[config.mk]
export PLATFORM = sky130hd
export DESIGN_NAME = ped_request_conditioner_flat
export DESIGN_NICKNAME = d
export VERILOG_FILES = /design/src/rtl/ped_request_conditioner_if.sv /design/src/rtl/ped_request_conditioner.sv /design/src/flat_wrapper.sv
export SDC_FILE = /design/constraint.sdc
export NUM_CORES = 1
export LEC_CHECK = 0
export ABC_AREA = 1
export CAP_MARGIN = 10
export CELL_PAD_IN_SITES_DETAIL_PLACEMENT = 0
export CELL_PAD_IN_SITES_GLOBAL_PLACEMENT = 1
export CORE_ASPECT_RATIO = 2
export CORE_MARGIN = 3
export CORE_UTILIZATION = 46
export CTS_CLUSTER_SIZE = 12
export DETAILED_ROUTE_END_ITERATION = 10
export DONT_BUFFER_PORTS = 1
export PLACE_DENSITY_LB_ADDON = 0.1
export SLEW_MARGIN = 20
export SYNTH_ARGS = -nofsm -noshare
export SYNTH_HDL_FRONTEND = slang
export SYNTH_SLANG_ARGS = --single-unit
[constraint.sdc]
create_clock -name clk -period 2.2 [get_ports clk]
set_clock_uncertainty 0.1 [all_clocks]
set_input_delay 0.11 -clock clk [delete_from_list [all_inputs] [get_ports clk]]
set_output_delay 0.11 -clock clk [all_outputs]
set_load 0.05 [all_outputs]
[src/rtl/ped_request_conditioner_if.sv]
// Button-side and controller-side signals of the pedestrian request conditioner.
// The conditioner takes the slave view; whoever drives the button and walk phase takes the master view.
interface ped_request_conditioner_if;
    logic        btn_raw;
    logic        ped_walk;
    logic        ped_req;
    logic        wait_lamp;
    logic [15:0] req_count;

    modport master (
        output btn_raw,
        output ped_walk,
        input  ped_req,
        input  wait_lamp,
        input  req_count
    );

    modport slave (
        input  btn_raw,
        input  ped_walk,
        output ped_req,
        output wait_lamp,
        output req_count
    );
endinterface

[src/rtl/ped_request_conditioner.sv]
// Synchronises and debounces the pedestrian button, issues one request pulse per accepted press,
// re-pulses while unanswered, and holds off new requests through the walk phase plus a lockout.
module ped_request_conditioner #(
    parameter int DEBOUNCE_CYCLES = 4,
    parameter int LOCKOUT_CYCLES  = 16,
    parameter int REQ_TIMEOUT     = 64
) (
    input  logic                      clk,
    input  logic                      rst_n,
    ped_request_conditioner_if.slave  bus
);

    typedef enum logic [1:0] {IDLE, WAIT, WALK, LOCKOUT} state_t;

    localparam int DW = (DEBOUNCE_CYCLES > 1) ? $clog2(DEBOUNCE_CYCLES) : 1;
    localparam int LW = (LOCKOUT_CYCLES  > 1) ? $clog2(LOCKOUT_CYCLES)  : 1;
    localparam int TW = (REQ_TIMEOUT     > 1) ? $clog2(REQ_TIMEOUT)     : 1;

    localparam logic [DW-1:0] D_LAST = DW'(DEBOUNCE_CYCLES - 1);
    localparam logic [LW-1:0] L_LAST = LW'((LOCKOUT_CYCLES > 0) ? LOCKOUT_CYCLES - 1 : 0);
    localparam logic [TW-1:0] T_LAST = TW'((REQ_TIMEOUT > 0) ? REQ_TIMEOUT - 1 : 0);

    logic [1:0]    sync;
    logic          s;
    logic          db;
    logic          db_q;
    logic [DW-1:0] dcnt;
    logic          press;

    state_t        state, state_next;
    logic [TW-1:0] tcnt, tcnt_next;
    logic [LW-1:0] lcnt, lcnt_next;
    logic          req_next;
    logic [15:0]   count_next;

    assign s     = sync[1];
    assign press = db & ~db_q;

    // NOTE: every clocked process uses non-blocking assignments so all flops update
    // from pre-edge values, independent of process ordering.
    always_ff @(posedge clk or negedge rst_n) begin
        if (!rst_n) begin
            sync <= 2'b00;
            db   <= 1'b0;
            db_q <= 1'b0;
            dcnt <= '0;
        end else begin
            sync <= {sync[0], bus.btn_raw};
            db_q <= db;
            // Any bounce back to the current level restarts the count.
            if (s == db) begin
                dcnt <= '0;
            end else if (dcnt == D_LAST) begin
                db   <= s;
                dcnt <= '0;
            end else begin
                dcnt <= dcnt + 1'b1;
            end
        end
    end

    // NOTE: every output of this block gets a default first so no path leaves a
    // variable unassigned, which would infer a latch.
    always_comb begin
        state_next = state;
        tcnt_next  = tcnt;
        lcnt_next  = lcnt;
        req_next   = 1'b0;
        count_next = bus.req_count;

        unique case (state)
            IDLE: begin
                // Walk beats a same-cycle press: the controller is already serving pedestrians.
                if (bus.ped_walk) begin
                    state_next = WALK;
                end else if (press) begin
                    state_next = WAIT;
                    req_next   = 1'b1;
                    tcnt_next  = '0;
                    if (bus.req_count != 16'hFFFF) count_next = bus.req_count + 16'd1;
                end
            end
            WAIT: begin
                if (bus.ped_walk) begin
                    state_next = WALK;
                end else if (REQ_TIMEOUT != 0) begin
                    if (tcnt == T_LAST) begin
                        req_next  = 1'b1;
                        tcnt_next = '0;
                    end else begin
                        tcnt_next = tcnt + 1'b1;
                    end
                end
            end
            WALK: begin
                if (!bus.ped_walk) begin
                    state_next = (LOCKOUT_CYCLES == 0) ? IDLE : LOCKOUT;
                    lcnt_next  = '0;
                end
            end
            LOCKOUT: begin
                if (bus.ped_walk) begin
                    state_next = WALK;
                end else if (lcnt == L_LAST) begin
                    state_next = IDLE;
                end else begin
                    lcnt_next = lcnt + 1'b1;
                end
            end
            default: state_next = IDLE;
        endcase
    end

    always_ff @(posedge clk or negedge rst_n) begin
        if (!rst_n) begin
            state         <= IDLE;
            tcnt          <= '0;
            lcnt          <= '0;
            bus.ped_req   <= 1'b0;
            bus.wait_lamp <= 1'b0;
            bus.req_count <= 16'd0;
        end else begin
            state         <= state_next;
            tcnt          <= tcnt_next;
            lcnt          <= lcnt_next;
            bus.ped_req   <= req_next;
            bus.wait_lamp <= (state_next == WAIT);
            bus.req_count <= count_next;
        end
    end

endmodule

[src/flat_wrapper.sv]
// flat-port wrapper written by rule: the top's interface ports become plain ports
module ped_request_conditioner_flat 
#(
    parameter int DEBOUNCE_CYCLES = 4,
    parameter int LOCKOUT_CYCLES  = 16,
    parameter int REQ_TIMEOUT     = 64
)
  (clk, rst_n, bus_btn_raw, bus_ped_walk, bus_ped_req, bus_wait_lamp, bus_req_count);
  ped_request_conditioner_if bus_i ();
  input  logic clk;
  input  logic rst_n;
  input wire logic [$bits(bus_i.btn_raw)-1:0] bus_btn_raw;
  input wire logic [$bits(bus_i.ped_walk)-1:0] bus_ped_walk;
  output wire logic [$bits(bus_i.ped_req)-1:0] bus_ped_req;
  output wire logic [$bits(bus_i.wait_lamp)-1:0] bus_wait_lamp;
  output wire logic [$bits(bus_i.req_count)-1:0] bus_req_count;
  assign bus_i.btn_raw = bus_btn_raw;
  assign bus_i.ped_walk = bus_ped_walk;
  assign bus_ped_req = bus_i.ped_req;
  assign bus_wait_lamp = bus_i.wait_lamp;
  assign bus_req_count = bus_i.req_count;
  ped_request_conditioner #(.DEBOUNCE_CYCLES(DEBOUNCE_CYCLES), .LOCKOUT_CYCLES(LOCKOUT_CYCLES), .REQ_TIMEOUT(REQ_TIMEOUT)) u_core (.clk(clk), .rst_n(rst_n), .bus(bus_i));
endmodule
==> After elaboration in Yosys (flattened, before gate mapping) <==
Index checks and enable logic that the tools add are counted.
{ "op_classes": {"bitwise": 4, "reduce_logical": 7, "mux": 23, "n_eq_ne": 15, "add_sub_neg": 4} }
{ "op_table": {"columns": ["op", "n"], "rows": [
  ["$mux W6", 4],
  ["$add A16 B1 Y16 const B", 1],
  ["$mux W2", 8],
  ["$ne A16 B16 Y1 const B", 1],
  ["$mux W4", 3],
  ["$pmux W6 S2", 1],
  ["$reduce_and A4 Y1", 3],
  ["$ne A2 B2 Y1 const B", 5],
  ["$pmux W2 S4", 1],
  ["$pmux W4 S2", 1],
  ["$add A6 B1 Y6 const B", 1],
  ["$eq A2 B2 Y1 const B", 3],
  ["$eq A6 B6 Y1 const B", 1],
  ["$add A4 B1 Y4 const B", 1],
  ["$eq A2 B1 Y1 const B", 2],
  ["$eq A4 B4 Y1 const B", 1],
  ["$mux W1", 4],
  ["$reduce_bool A2 Y1", 2],
  ["$not A1 Y1", 3],
  ["$add A2 B1 Y2 const B", 1],
  ["$logic_not A2 Y1", 1],
  ["$ne A2 B1 Y1 const B", 1],
  ["$pmux W1 S2", 1],
  ["$reduce_and A2 Y1", 1],
  ["other kinds (2)", 2]
]} }
{ "word_totals": {"regBits": 36, "output_inout_bits": 18, "input_bits": 4, "wordCells": 63} }

==> Longest topological paths before layout <==
{ "depth": {"word_depth": 6, "depth_mapped": 9, "mapped_depth_nobuf": 8} }

==> Worst setup path after synthesis <==
No wires, ideal clock.
{ "synth_timing": {"path_kind": "reg-to-reg", "start": "reg u_core.bus.req_count[0]", "end": "reg u_core.bus.req_count[2]", "stages_incl_launch_ff": 9, "setup_time_ps": 66, "path_slack_ps": 270, "required_ps": 2034, "synth_period_minus_slack_ps": 1930, "arrival_ps": 1763, "n_path_buf": 1, "cell_sequence": "dfrtp_1 ha_1 inv_2 nor2_8 nand3_4 o21bai_4 buf_6 nand2_1 nand2_1"} }
{ "synth_between": {"elab_chain_len": 2, "elab_cells_between_ends": 3, "classes_between": "add/sub (1); eq/ne (1); reduce/logical (1)"} }
{ "synth_rtl": {"columns": ["element", "line", "rtl"], "rows": [
  ["from (decl)", "ped_request_conditioner_if.sv:23", "output req_count"],
  ["from (signal assigned)", "ped_request_conditioner.sv:128", "bus.req_count <= count_next;"],
  ["branches (longest 2 deep; another with $add A16 B1 Y16)", null, null]
]} }
Parallel ways; which one is timed is not known.
A chain may end at the register's enable or synchronous reset.

==> Worst setup path in the final report <==
{ "layout_timing": {"start": "reg u_core.bus.req_count[0]", "end": "reg u_core.bus.req_count[0]"} }
Same word-level chain as after synthesis.

==> tab_implementation.tex <==
\begin{tabular}{lr}
\hline
Metric & Value \\
\hline
\multicolumn{2}{l}{\textbf{Worst setup path}} \\
CP Capture Type & flip-flop \\
Crit-path max FO & 16 \\
CP required & 2.32 ns \\
Critical Path Start Type & flip-flop \\
Arrival time at the worst endpoint & 2.00 ns \\
Crit Path Class & reg2reg \\
\multicolumn{2}{l}{\textbf{Routing}} \\
Met2 Wirelength & 2590 um \\
Post-detailed-route via-to-cell ratio & just over 5 \\
DR DRC count & 0 \\
Post-detailed-route wirelength per cell & around 14 um \\
Total detailed-routing wirelength & 4630 um \\
Via count of the routed design & approximately 1600 \\
Drt first pass iters & 4 \\
Sum of routed wire segments on met1 & roughly 1800 um \\
Iteration-0 DRC count of the detailed router & 31 \\
Routed wl met3 & roughly 170 um \\
Antenna-violating nets left & 0 \\
Uppermost routed layer & met4 \\
\multicolumn{2}{l}{\textbf{Global routing}} \\
Global-route wire length before repair & around 7600 um \\
Largest net degree at the start of global routing & 37 \\
GR Overflow Total & 0 \\
Vias in the first global route & around 1700 \\
Antenna violations before repair & 0 \\
Tot GR Track Use & between 20\% and 30\% \\
\multicolumn{2}{l}{\textbf{Run}} \\
Count of maximum capacitance violations & 0 \\
\multicolumn{2}{l}{\textbf{STA}} \\
Final hold violations & 0 \\
Transition at the pin with the smallest max-transition slack & about 0.66 ns \\
Fin crit share & a little under nine tenths \\
Unrepaired setup endpoints after global routing & no \\
Total of endpoints with negative setup slack in the final report & 0 \\
Setup\_tns & 0 ns \\
Peak clock frequency supported by timing & around 530 MHz \\
Headroom to the max-slew limit & between 50\% and 60\% \\
Final Max Tran Viols & 0 \\
Post-route minimum period & between 1.5 and 2 ns \\
\multicolumn{2}{l}{\textbf{Worst hold path}} \\
Classification of the worst-slack hold path & in2reg \\
\multicolumn{2}{l}{\textbf{Status}} \\
Outcome & finished clean \\
\multicolumn{2}{l}{\textbf{Power}} \\
Static leakage power & 0.00110 uW \\
Power per Cell Area & 596 nW/um\^{}2 \\
Max VDD drop & about 420 uV \\
\multicolumn{2}{l}{\textbf{Logic synthesis}} \\
Post-synthesis cell count & about 240 \\
Synth Area per Inst & 7.89 sq um \\
Post-synthesis cell type count & 22 \\
Number of synthesized register bits & 36 \\
Number of nets produced by synthesis & roughly 250 \\
Netlist Area Pre-Place & roughly 1900 sq um \\
Syn. warnings & 0 \\
Post-synthesis sequential area ratio & between 40\% and 50\% \\
\multicolumn{2}{l}{\textbf{Floorplanning}} \\
Cell row count & 32 \\
Starting density of the core & between 40\% and 50\% \\
Die Height & slightly below 100 um \\
Boundary Pins & 22 \\
Die width & just over 50 um \\
Area of the placeable core & a little under 4000 sq um \\
Die ar. & slightly above 5000 sq um \\
\multicolumn{2}{l}{\textbf{CTS}} \\
Clk slew on worst S/H paths & 0.07 ns \\
CTS sink cnt & 36 \\
CTS H-tree lvls & 2 \\
CTS Buf Count & 5 \\
Latest clock arrival within the worst-skew pair & a little under 0.3 ns \\
CTS tree & done \\
Clock root buffer master & sky130\_fd\_sc\_hd\_\_clkbuf\_8 \\
Longest Clk Path Bufs & 2 \\
\multicolumn{2}{l}{\textbf{Layout}} \\
Layout-stage area growth over the synthesis result & 15.7\% \\
Layout fillers & between 300 and 400 \\
Number of nets in the finished design & 277 \\
Most common cell after layout, fill and taps aside & sky130\_fd\_sc\_hd\_\_nand2\_1 \\
Final cell utilization of the core & 56.8\% \\
Commonest cells after routing, fill and taps aside & sky130\_fd\_sc\_hd\_\_nand2\_1 (98), sky130\_fd\_sc\_hd\_\_dfrtp\_1 (36), sky130\_fd\_sc\_hd\_\_nor2\_1 (22), sky130\_fd\_sc\_hd\_\_inv\_1 (19), sky130\_fd\_sc\_hd\_\_buf\_4 (16) \\
Share of post-route cells with drive strength above 1 & 12.6\% \\
Antenna cell count & 0 \\
Final standard cell area without fillers & 2230 sq um \\
\multicolumn{2}{l}{\textbf{Place}} \\
Placed Area & about 2100 sq um \\
Total half-perimeter wirelength after legalization and detailed placement & between 3000 and 4000 um \\
Port Buffers & 0 \\
Final weighted congestion in routability-driven placement & 0.842 \\
\hline
\end{tabular}
[timing repair]
action / in CTS / in global routing
gates resized for setup: 0 / 0
hold endpoints to repair: 38 / 0
hold buffers: 4 / 0
buffers inserted: 0 / 0
[logic make-up after synthesis]
kind of cell | share of synthesized area, %
AND/OR/NAND/NOR | 34.9
flip-flops | 46.8
AO/OA/AOI/OAI | 6.11
XOR/XNOR | 4.55
adder cells (fa/ha/maj) | 2.60
buffers and inverters | 5.07
[cell usage after synthesis]
cell type	instances	area [sq um]
sky130_fd_sc_hd__a21oi_1	6	30.0
sky130_fd_sc_hd__a31o_2	1	8.76
sky130_fd_sc_hd__buf_6	2	22.5
sky130_fd_sc_hd__dfrtp_1	36	901
sky130_fd_sc_hd__ha_1	4	50.1
sky130_fd_sc_hd__inv_1	19	71.3
sky130_fd_sc_hd__inv_2	1	3.75
sky130_fd_sc_hd__nand2_1	98	368
sky130_fd_sc_hd__nand2_2	1	6.26
sky130_fd_sc_hd__nand3_1	14	70.1
sky130_fd_sc_hd__nand3_4	1	17.5
sky130_fd_sc_hd__nand4_1	9	56.3
sky130_fd_sc_hd__nor2_1	22	82.6
sky130_fd_sc_hd__nor2_2	3	18.8
sky130_fd_sc_hd__nor2_4	2	22.5
sky130_fd_sc_hd__nor2_8	1	20.0
sky130_fd_sc_hd__nor3_1	2	10.0
sky130_fd_sc_hd__o21a_1	2	15.0
sky130_fd_sc_hd__o21ai_0	9	45.0
sky130_fd_sc_hd__o21bai_4	1	18.8
sky130_fd_sc_hd__xnor2_1	5	43.8
sky130_fd_sc_hd__xor2_1	5	43.8
[registers in the layout, indices dropped and copies added (netlist names)]
register / flops
u_core.db: 1
u_core.dcnt: 2
u_core.tcnt: 6
u_core.state: 2
u_core.bus.ped_req: 1
u_core.bus.wait_lamp: 1
u_core.sync: 2
u_core.db_q: 1
u_core.lcnt: 4
u_core.bus.req_count: 16
[per-stage QoR]
stage	hold WS (ns)	power, uW	instances	worst slack (ns)
finish	0.0480	1330	321	0.326
global route	0.0790	1390	321	0.176
CTS	0.0450	1350	321	0.311
detailed placement	-0.285	833	309	0.341
global placement	-0.285	828	309	0.355
floorplan	-0.286	809	244	0.270
[layer usage]
| layer | track usage (%) | vias up |
|---|---|---|
| met2 | 38.1 | 31 |
| met5 | 0 | - |
| met4 | 8.28 | 0 |
| met1 | 20.2 | 771 |
| met3 | 3.23 | 7 |
| li1 | - | 829 |
[cell type report]
cell class	instances	area, sq um	area share, %
Clock buffer	8	90.1	4.04
Sequential cell	36	901	40.4
Timing Repair Buffer	20	170	7.64
Multi-Input combinational cell	186	927	41.6
Tap cell	51	63.8	2.87
Inverter	20	75.1	3.37
[path summary, 6_finish.rpt]
path	from	end	slack, ns	depth (start not counted)
worst max-delay path	u_core.bus.req_count[0]	u_core.bus.req_count[0]	0.33	8
worst min-delay path	bus_ped_walk	u_core.lcnt[2]	0.05	4
worst max register to register	u_core.bus.req_count[0]	u_core.bus.req_count[0]	0.33	8
worst min register to register	u_core.sync[0]	u_core.sync[1]	0.26	0
max in group asynchronous	rst_n	u_core.tcnt[5]	1.62	2
min in group asynchronous	rst_n	u_core.bus.req_count[3]	0.17	2
[worst max-delay path, cell delays in order, from the launching register on]
cell                      delay [ns]
sky130_fd_sc_hd__dfrtp_1        0.40
sky130_fd_sc_hd__ha_1           0.27
sky130_fd_sc_hd__inv_2          0.12
sky130_fd_sc_hd__nor2_8         0.06
sky130_fd_sc_hd__nand3_4        0.09
sky130_fd_sc_hd__nor2_2         0.04
sky130_fd_sc_hd__nor2_2         0.51
sky130_fd_sc_hd__nand2_1        0.12
sky130_fd_sc_hd__nand2_1        0.09
[power breakdown]
group / internal (uW) / switching [uW]
clock network: 256 / 232
logic: 43.9 / 60.1
registers: 705 / 30.2
total: 1000 / 323
Power figures use the tool's default switching activity.
